===== config.mk =====
export PLATFORM = sky130hd
export DESIGN_NAME = demux32_deser
export DESIGN_NICKNAME = d
export VERILOG_FILES = /design/src/rtl/demux32_deser.sv
export SDC_FILE = /design/constraint.sdc
export NUM_CORES = 1
export LEC_CHECK = 0
export BUFFER_PORTS_ARGS = -buffer_cell sky130_fd_sc_hd__buf_2
export CAP_MARGIN = 20
export CORE_UTILIZATION = 47
export CTS_CLUSTER_DIAMETER = 150
export DETAILED_ROUTE_END_ITERATION = 8
export GPL_TIMING_DRIVEN = 0
export PLACE_DENSITY = 0.84
export REMOVE_ABC_BUFFERS = 1
export SLEW_MARGIN = 0
export SYNTH_ARGS = -nofsm -noshare
export SYNTH_HDL_FRONTEND = slang
export SYNTH_SLANG_ARGS = --single-unit

===== constraint.sdc =====
create_clock -name clk -period 1.66 [get_ports clk]
set_input_delay 0.166 -clock clk [delete_from_list [all_inputs] [get_ports clk]]
set_output_delay 0.166 -clock clk [all_outputs]
set_load 0.1 [all_outputs]

===== src/rtl/demux32_deser.sv =====
// demux32_deser: collects 32 serial N-bit words into 32 registered frame slots
// (out00..out31) and presents the completed frame with a valid/ready handshake.
// While a frame is held the block stops taking input; once the frame is released
// the next word goes into slot 0 again.
// Optional feature: define DEMUX32_FLUSH_EN to add a synchronous 'flush' input.
// Flush aborts the current frame. It leaves the slot contents as they are.
module demux32_deser #(
    parameter int N = 1
) (
    input  logic         clk,
    input  logic         rst,
    input  logic         in_valid,
    input  logic [N-1:0] in_data,
    output logic         in_ready,
    output logic [4:0]   index,
    output logic [N-1:0] out00,
    output logic [N-1:0] out01,
    output logic [N-1:0] out02,
    output logic [N-1:0] out03,
    output logic [N-1:0] out04,
    output logic [N-1:0] out05,
    output logic [N-1:0] out06,
    output logic [N-1:0] out07,
    output logic [N-1:0] out08,
    output logic [N-1:0] out09,
    output logic [N-1:0] out10,
    output logic [N-1:0] out11,
    output logic [N-1:0] out12,
    output logic [N-1:0] out13,
    output logic [N-1:0] out14,
    output logic [N-1:0] out15,
    output logic [N-1:0] out16,
    output logic [N-1:0] out17,
    output logic [N-1:0] out18,
    output logic [N-1:0] out19,
    output logic [N-1:0] out20,
    output logic [N-1:0] out21,
    output logic [N-1:0] out22,
    output logic [N-1:0] out23,
    output logic [N-1:0] out24,
    output logic [N-1:0] out25,
    output logic [N-1:0] out26,
    output logic [N-1:0] out27,
    output logic [N-1:0] out28,
    output logic [N-1:0] out29,
    output logic [N-1:0] out30,
    output logic [N-1:0] out31,
    output logic         out_valid,
    input  logic         out_ready
`ifdef DEMUX32_FLUSH_EN
    ,
    input  logic         flush
`endif
);

    typedef enum logic [0:0] {
        ST_FILL = 1'b0,
        ST_FULL = 1'b1
    } state_t;

    state_t       state_r;
    state_t       state_n_s;
    logic [4:0]   index_r;
    logic [4:0]   index_n_s;
    logic [N-1:0] slot_r [32];
    logic         flush_s;
    logic         transfer_s;
    logic         release_s;

    // Qualify the handshakes; a flush cancels both a word capture and a frame release
    always_comb begin
        flush_s    = 1'b0;
`ifdef DEMUX32_FLUSH_EN
        flush_s    = flush;
`endif
        transfer_s = in_valid && (state_r == ST_FILL) && !flush_s;
        release_s  = out_ready && (state_r == ST_FULL) && !flush_s;
    end

    // Next-state and next-index logic for the fill/full controller
    always_comb begin
        state_n_s = state_r;
        index_n_s = index_r;
        if (flush_s) begin
            state_n_s = ST_FILL;
            index_n_s = 5'd0;
        end else begin
            case (state_r)
                ST_FILL: begin
                    if (transfer_s && (index_r == 5'd31)) begin
                        state_n_s = ST_FULL;
                        index_n_s = 5'd0;
                    end else if (transfer_s) begin
                        index_n_s = index_r + 5'd1;
                    end else begin
                        index_n_s = index_r;
                    end
                end
                ST_FULL: begin
                    if (release_s) begin
                        state_n_s = ST_FILL;
                        index_n_s = 5'd0;
                    end else begin
                        state_n_s = ST_FULL;
                    end
                end
                default: begin
                    state_n_s = ST_FILL;
                    index_n_s = 5'd0;
                end
            endcase
        end
    end

    // State and write-pointer registers
    always_ff @(posedge clk or negedge rst) begin
        if (!rst) begin
            state_r <= ST_FILL;
            index_r <= 5'd0;
        end else begin
            state_r <= state_n_s;
            index_r <= index_n_s;
        end
    end

    // Frame slot storage: only the addressed slot loads on a transfer
    always_ff @(posedge clk or negedge rst) begin
        if (!rst) begin
            for (int k = 0; k < 32; k++) begin
                slot_r[k] <= '0;
            end
        end else if (transfer_s) begin
            slot_r[index_r] <= in_data;
        end
    end

    assign in_ready  = (state_r == ST_FILL);
    assign out_valid = (state_r == ST_FULL);
    assign index     = index_r;

    assign out00 = slot_r[0];
    assign out01 = slot_r[1];
    assign out02 = slot_r[2];
    assign out03 = slot_r[3];
    assign out04 = slot_r[4];
    assign out05 = slot_r[5];
    assign out06 = slot_r[6];
    assign out07 = slot_r[7];
    assign out08 = slot_r[8];
    assign out09 = slot_r[9];
    assign out10 = slot_r[10];
    assign out11 = slot_r[11];
    assign out12 = slot_r[12];
    assign out13 = slot_r[13];
    assign out14 = slot_r[14];
    assign out15 = slot_r[15];
    assign out16 = slot_r[16];
    assign out17 = slot_r[17];
    assign out18 = slot_r[18];
    assign out19 = slot_r[19];
    assign out20 = slot_r[20];
    assign out21 = slot_r[21];
    assign out22 = slot_r[22];
    assign out23 = slot_r[23];
    assign out24 = slot_r[24];
    assign out25 = slot_r[25];
    assign out26 = slot_r[26];
    assign out27 = slot_r[27];
    assign out28 = slot_r[28];
    assign out29 = slot_r[29];
    assign out30 = slot_r[30];
    assign out31 = slot_r[31];

endmodule


== Yosys cells after proc, flatten, opt, wreduce, memory -nomap -nowiden ==
Cells that the tools add are included.

* Bits of input ports: 5
* Memories kept: 0
* Memory bits (read-only): 0
* Bits in registers: 38
* Output and inout bits: 39
* RAM bits: 0
* Latch bits: 0

* Order comparisons: 2
* Bitwise gates (word level): 2
* Reduce and logical (&&, ||, !) cells: 5
* $add $sub $neg: 1
* Eq/ne operators: 3
* Shift-type cells: 0
* Mux-type cells: 10
* Multipliers: 0
* Div/mod/pow operators: 0

{| class="wikitable"
|+ Operators with widths
! kind !! count
|-
| $bwmux W32 || 1
|-
| $mux W5 || 3
|-
| $pmux W5 S2 || 1
|-
| $ge A6 B6 Y1 const B || 1
|-
| $lt A6 B1 Y1 const B || 1
|-
| $not A5 Y6 || 1
|-
| $add A5 B1 Y5 const B || 1
|-
| $demux W1 S5 || 1
|-
| $eq A5 B5 Y1 const B || 1
|-
| $logic_and A1 B1 Y1 || 4
|-
| $mux W1 || 3
|-
| $ne A3 B1 Y1 const B || 1
|-
| $ne A2 B1 Y1 const B || 1
|-
| $pmux W1 S2 || 1
|-
| $reduce_and A2 Y1 || 1
|-
| $not A1 Y1 || 1
|}

== Logic depth before layout (Yosys ltp) ==
Gate-level depths: netlist (run 1).

* Word-level depth: 6
* Depth in mapped cells: 6
* Mapped depth without buffers: 6

== Worst setup path after synthesis (run 1) ==
OpenSTA, ideal clock, no wires.

* Kind: reg-to-reg
* Start: register index_r[0], in the netlist index[0]
* End: register index_r[3], in the netlist index[3]
* Arrival: 2.171 ns
* Period minus slack after synthesis: 2.239 ns
* Slack: -0.579 ns
* Cell stages (with the launch flop): 6
* Path through: dfrtp_1 -> ha_1 -> and3_1 -> ha_1 -> or4b_1 -> nand3_1

* Word-level cells in the longest chain between the ends: 4
* Elaborated cells between the ends (all ways): 8
* Classes of those cells: 1 x add/sub; 2 x eq/ne; 3 x mux; 2 x reduce/logical

{| class="wikitable"
|+ Ends and longest elaborated chain
! element !! line !! text
|-
| from (decl) || 63 || <nowiki>logic [4:0] index_r;</nowiki>
|-
| from (signal assigned) || 122 || <nowiki>index_r <= index_n_s;</nowiki>
|-
| $add A5 B1 Y5 / $eq A5 B5 Y1 (equally long branches) || 94, 90 ||
|-
| $mux W5 / $logic_and A1 B1 Y1 (equally long branches) || 93, 90 ||
|-
| $mux W5 / $ne A3 B1 Y1 (equally long branches) || n/a ||
|-
| $pmux W5 S2 / $reduce_and A2 Y1 (equally long branches) || n/a ||
|}

Several ways; a longest one is shown, not always the timed one. The select of a mux whose other input is x is not followed.
A chain may end at the register's enable or synchronous reset.

== Worst setup path in the final report (run 1) ==
* Start: register index_r[0], in the netlist index[0]
* End: register slot_r (netlist bit out30)

* Word-level cells in the longest chain between the ends: 6
* Elaborated cells between the ends (all ways): 7
* Classes of those cells: 2 x order compare; 3 x mux; 1 x bitwise; 1 x reduce/logical

{| class="wikitable"
|+ Ends and longest elaborated chain
! element !! line !! text
|-
| $not A5 Y6 (implied by the code) * || 133 || <nowiki>slot_r[index_r] <= in_data;</nowiki>
|-
| $ge A6 B6 Y1 (implied by the code) / $lt A6 B1 Y1 (equally long branches) || 133 ||
|-
| $logic_and A1 B1 Y1 (implied by the code) || 133 ||
|-
| $mux W1 (implied by the code) || 133 ||
|-
| $demux W1 S5 * || 133 ||
|-
| $bwmux W32 * || 133 ||
|-
| to (signal, indexed assignment) || 133 ||
|-
| to (decl) || 65 || <nowiki>logic [N-1:0] slot_r [32];</nowiki>
|}

Every way passes the cells marked *; elsewhere a longest branch is shown, timed or not.

==> results of run 1 <==
-- area by class of cell --
type / instances / area, sq um
repair buffers: 47 / 255
clock buffers: 7 / 86.3
well taps: 48 / 60.1
clock inverters: 1 / 5.00
inverters: 4 / 20.0
fillers: 296 / 1380
flip-flops and latches: 38 / 957
multi-input cells: 110 / 926
-- per-layer routing --
metal	part of all wire (%)	vias up	track usage, %
li1	-	641	-
met4	0.99	0	6.67
met2	50	37	31.8
met1	45	698	26.5
met3	4.5	5	5.46
met5	0	-	0
-- metrics by stage --
| stage | instance area (sq um) | cells | hold slack (ns) |
|---|---|---|---|
| after floorplan | 1790 | 152 | -0.130 |
| after global placement | 2070 | 243 | 0.309 |
| after detailed placement | 2070 | 243 | 0.311 |
| after CTS | 2190 | 254 | 0.0466 |
| after global routing | 2310 | 255 | 0.0548 |
| final | 2310 | 255 | 0.0515 |
-- synthesized netlist by cell type --
cell type / number
dfrtp_1: 38
mux2_2: 32
nand2_1: 19
nor2_1: 19
nand3b_1: 7
and3b_1: 6
ha_1: 5
o21ai_0: 5
buf_2: 4
inv_1: 4
nand3_1: 4
clkbuf_1: 3
nor2b_1: 2
nor3b_2: 2
a21oi_1: 1
a31o_2: 1
and3_1: 1
buf_6: 1
mux2i_1: 1
nor3_2: 1
nor3b_1: 1
o22ai_1: 1
o41ai_1: 1
or4b_1: 1
-- worst max-delay path by stage --
stage               cells after the start  slack [ns]       from   endpoint
floorplan                               2       -0.73  out_valid  out_valid
global placement                        5       -0.13   index[0]   index[3]
detailed placement                      5       -0.16   index[0]   index[3]
CTS                                     5       0.007   index[0]   index[3]
global route                            1       -0.05  out_valid  out_valid
finish                                  6        0.02   index[0]      out30
-- worst max-delay path: cells and delay by family, from the launching register on --
family        cells  cell delay [ns]
flops             1             0.43
simple gates      2             0.39
mux               1             0.34
buf+inv           2             0.22
fa+ha+maj         1             0.14
-- logic make-up after synthesis --
logic type,after synthesis
AO/OA/AOI/OAI,9
multiplexers,33
flip-flops,38
AND/OR/NAND/NOR,63
adder cells (fa/ha/maj),5
buffers and inverters,12
-- cells in the final DEF, fill, tap and decap left out, types with 2 or more instances in the layout --
cell type / count
ha_4: 5
nor2_1: 12
dfrtp_2: 5
inv_4: 2
nand3_1: 4
o21ai_0: 5
mux2_2: 28
buf_2: 43
nand2_1: 19
inv_1: 2
nor3b_2: 2
buf_6: 2
nor2b_1: 2
and3b_1: 6
mux2_4: 4
nand3b_1: 7
dfrtp_1: 33
nor2_2: 7
clkbuf_8: 6
-- what timing repair did --
item,CTS,global route
setup endpoints to repair,2,19
buffers inserted,2,1
hold buffers,1,0
hold endpoints to repair,30,0
pin swaps,0,10
cloned,0,0
gates resized for setup,5,28
==> results by group, run 1 <==
Clock network
  • Clock root cell: clkbuf_8
  • Clock transition at the registers of the reported paths: about 0.07 ns
  • CTS tree: yes
  • CTS Sinks: 38
  • CTS H-tree depth: 2
  • Clock Latency Late Sink: roughly 0.29 ns
  • CTS max path bufs: 2
  • CTS buffer count: 5

Floorplan
  • Starting Density: between 40% and 50%
  • Chip Width: around 64 microns
  • Core area: between 0.003 and 0.004 sq mm
  • Die H: between 60 and 70 microns
  • Die area: between 0.004 and 0.005 sq mm
  • Ports: 44
  • Core Rows: 22

Global routing
  • Vias in the first global route: between 1000 and 1500
  • Grt ovf: 0
  • Initial antenna violation count: 0
  • All-layer global routing usage: roughly a fifth
  • Largest net degree at the start of global routing: 39
  • First-pass GRT wire length: 6330 microns

Setup path
  • Crit path kind: reg -> reg
  • CP Launch Type: flip-flop
  • R2R Setup Slk: 0.02 ns
  • CP arrival: 1.82 ns
  • Critical path, cell by cell: buf_6 -> inv_4 -> ha_4 -> nand3b_1 -> nor2_1 -> mux2_2
  • Worst-case reg-to-reg path depth: 6
  • Worst endpoint required time: 1.84 ns
  • Worst path slowest cell: dfrtp_2
  • Critical Path Max Stage Delay: 0.43 ns
  • CP Max Fanout: 6
  • Setup crit end kind: flip-flop
  • Worst r2r src: index[0]
  • Crit Reg-Reg Endpoint: out30

STA
  • Max Transition Viols Final: 0
  • Worst slew pin tran: 0.825 ns
  • Slew Limit Headroom: roughly 45%
  • Period utilization: between 90% and 100%
  • Total negative setup slack: 0 ns
  • Post-route setup slack: a little over 0.02 ns
  • Clk_skew: approximately 0.005 ns
  • Min Clock Period, post-route: 1.64 ns
  • Peak Freq: 0.610 GHz
  • Setup Viol. Count Final: 0
  • Endpoints failing hold: 0

Run status
  • Status: finished, final reports clean

Synth
  • Post-synthesis register bit count: 38
  • Compound-Gate Fraction of Synth Area: a little under 3%
  • Post-synth top area share: between 50% and 60%
  • Largest family of logic cells by synthesized area: multiplexers
  • Post-Synth Simple-Gate Area: between 15 and 20%
  • Dominant cells by area after synthesis: dfrtp_1 52%, mux2_2 20%, nand2_1 3.9%, nor2_1 3.9%, ha_1 3.4%
  • Ys Warns: 0
  • Mapped Area: about 0.0018 sq mm
  • Register area share after synthesis: between 50 and 60%
  • Biggest area consumer among synthesized cells: dfrtp_1
  • Post-Synthesis Cells: 160
  • Syn Area/Cell: 11.5 sq um
  • Post-Synth Adder-Cell Area: 3.41%
  • XOR/XNOR Fraction of Synth Area: 0%
  • Mux cell area share after synthesis: about a fifth
  • Synth unique cells: 24

Cells and area
  • Layout cells sized above 1: 52.7%
  • Post-layout nets: 216
  • End-of-flow core utilization: 62.6%
  • Diode count: 0
  • Largest register FFs: 5
  • Area growth syn-to-layout: 25.9%

Routing
  • Vias per cell: between 5 and 6
  • Antenna Nets Post-Route: 0
  • Mean routed wirelength per cell: around 15 microns
  • WL final: a little under 4000 microns
  • Router iterations before antenna repair: 4
  • Via Count: between 1000 and 1500
  • Residual DRC: 0
  • Initial drt markers: 72

Place
  • Detail Placement HPWL: 2540 microns
  • Pre-CTS setup slack: -0.160 ns
  • GP Congestion: 0.737
  • IO Port Bufs: 43

Hold path
  • Worst hold endpoint: index[1]
  • Worst hold path depth: 2
  • Worst hold-check path type: in -> reg
  • Hold_sp: out_ready

Run
  • MaxCap Viol Count: 0
Power of run 1 is left out: the tool's default activity adds up to more than one toggle a clock period on the data nets, which glitch-free logic cannot reach.
==> inputs of run 2 (changes only) <==
==> constraint.sdc (replaced) <==
create_clock -name clk -period 1.66 [get_ports clk]
set_input_delay 0.249 -clock clk [delete_from_list [all_inputs] [get_ports clk]]
set_output_delay 0.249 -clock clk [all_outputs]
set_load 0.1 [all_outputs]
==> results by group, run 2 (synthesis gave the netlist of run 1 again) <==
Hold path
  • Worst hold-check path type: in -> async

Routing
  • Router iterations before antenna repair: 4
  • WL final: 3720 microns
  • Mean routed wirelength per cell: 14.7 microns
  • Residual DRC: 0
  • Antenna Nets Post-Route: 0
  • Initial drt markers: 72
  • Via Count: 1373
  • Vias per cell: 5.43

Global routing
  • Vias in the first global route: 1321
  • First-pass GRT wire length: around 6300 microns
  • Grt ovf: 0
  • Initial antenna violation count: 0
  • All-layer global routing usage: between 20% and 30%
  • Largest net degree at the start of global routing: 39

Setup path
  • CP Launch Type: flip-flop
  • Setup crit end kind: flip-flop
  • Crit path kind: reg -> reg
  • CP Max Fanout: 5
  • CP arrival: 1.89 ns
  • Worst endpoint required time: 1.88 ns
  • Worst-case reg-to-reg path depth: 5

Clock network
  • Clock Latency Late Sink: approximately 0.29 ns
  • CTS buffer count: 5
  • CTS H-tree depth: 2
  • Hold_buf cts: 0
  • CTS Sinks: 38
  • Clock root cell: clkbuf_8
  • Clock transition at the registers of the reported paths: roughly 0.070 ns
  • CTS tree: yes
  • CTS max path bufs: 2

STA
  • RSZ-0062 raised after global routing: yes
  • Clk_skew: ~0.0060 ns
  • Max Transition Viols Final: 0
  • Min Clock Period, post-route: between 1.5 and 2 ns
  • Period utilization: 101%
  • Post-route setup slack: -0.00908 ns
  • Setup Viol. Count Final: 2
  • Peak Freq: around 0.6 GHz
  • Endpoints failing hold: 0
  • Slew Limit Headroom: a little under half
  • Worst slew pin tran: between 0.8 and 0.9 ns

Place
  • GP Congestion: 0.737
  • Detail Placement HPWL: 2540 microns
  • Pre-CTS setup slack: -0.160 ns
  • Placed insts: about 240
  • IO Port Bufs: 43

Cells and area
  • Area growth syn-to-layout: 22.4%
  • Layout cells sized above 1: 52.2%
  • Commonest non-fill, non-tap cells in the layout: 40 x buf_2, 34 x dfrtp_1, 25 x mux2_2
  • Fillers: between 300 and 400
  • Most common cell after layout, fill and taps aside: buf_2
  • Post-layout nets: ~210
  • Area of the multi-input gates: between 800 and 900 sq um
  • Seq. cell area: 956 sq um
  • Largest register FFs: 5
  • Diode count: 0
  • Non-filler cells, final: 253

Floorplan
  • Die H: ~64 microns
  • Core Rows: 22
  • Ports: between 40 and 50
  • Die area: just over 0.004 sq mm
  • Chip Width: between 60 and 70 microns
  • Starting Density: around half
  • Core area: 0.00369 sq mm

Run status
  • Failing checks: negative setup slack
  • Status: finished, violations left

Run
  • MaxCap Viol Count: 0
[run 2: worst paths after layout]
kind,end,slack (ns),startpoint
worst max-delay path,index[3],-0.009,index[0]
worst min-delay path,out22,0.05,rst
worst max register to register,index[3],-0.009,index[0]
worst min register to register,out17,0.50,out17
max in group asynchronous,index[1],1.05,rst
min in group clk,index[1],0.14,out_ready
[run 2: what timing repair did]
item	CTS	global route
pin swaps	0	13
gates resized for setup	7	23
endpoints found under the setup margin	5	20
setup buffers	2	0
endpoints found under the hold margin	0	0
[run 2: critical path, stage by stage, from the launching register on]
cell     delay, ns
dfrtp_2       0.41
ha_2          0.21
and3_1        0.19
ha_2          0.20
or4b_1        0.52
nand3_1       0.08
[run 2: cell type report]
class,instances,area share [%]
Inverter,4,0.669
Timing Repair Buffer,45,10.6
Tap cell,48,2.68
Sequential cell,38,42.6
Multi-Input combinational cell,110,39.4
Clock buffer,7,3.85
Clock inverter,1,0.223
[run 2: metrics by stage]
step / util [%] / cell area, sq um / setup TNS (ns) / hold WS [ns]
2_1_floorplan: - / 1790 / -14.77 / -0.0466
3_3_place_gp: 56.0 / 2070 / -0.131 / 0.392
3_5_place_dp: 56.0 / 2070 / -0.160 / 0.394
4_1_cts: 59.3 / 2190 / 0 / 0.0774
5_1_grt: 60.9 / 2240 / -0.277 / 0.121
6_report: 60.9 / 2240 / -0.0177 / 0.0478
[run 2: routing by layer]
metal | global-route usage, % | up-vias | part of all wire [%]
met1 | 26.4 | 676 | 43
met2 | 32.0 | 48 | 49
met5 | 0 | - | 0
li1 | - | 638 | -
met4 | 6.67 | 0 | 2.3
met3 | 5.63 | 11 | 5.8
Power of run 2 is left out for the same reason.
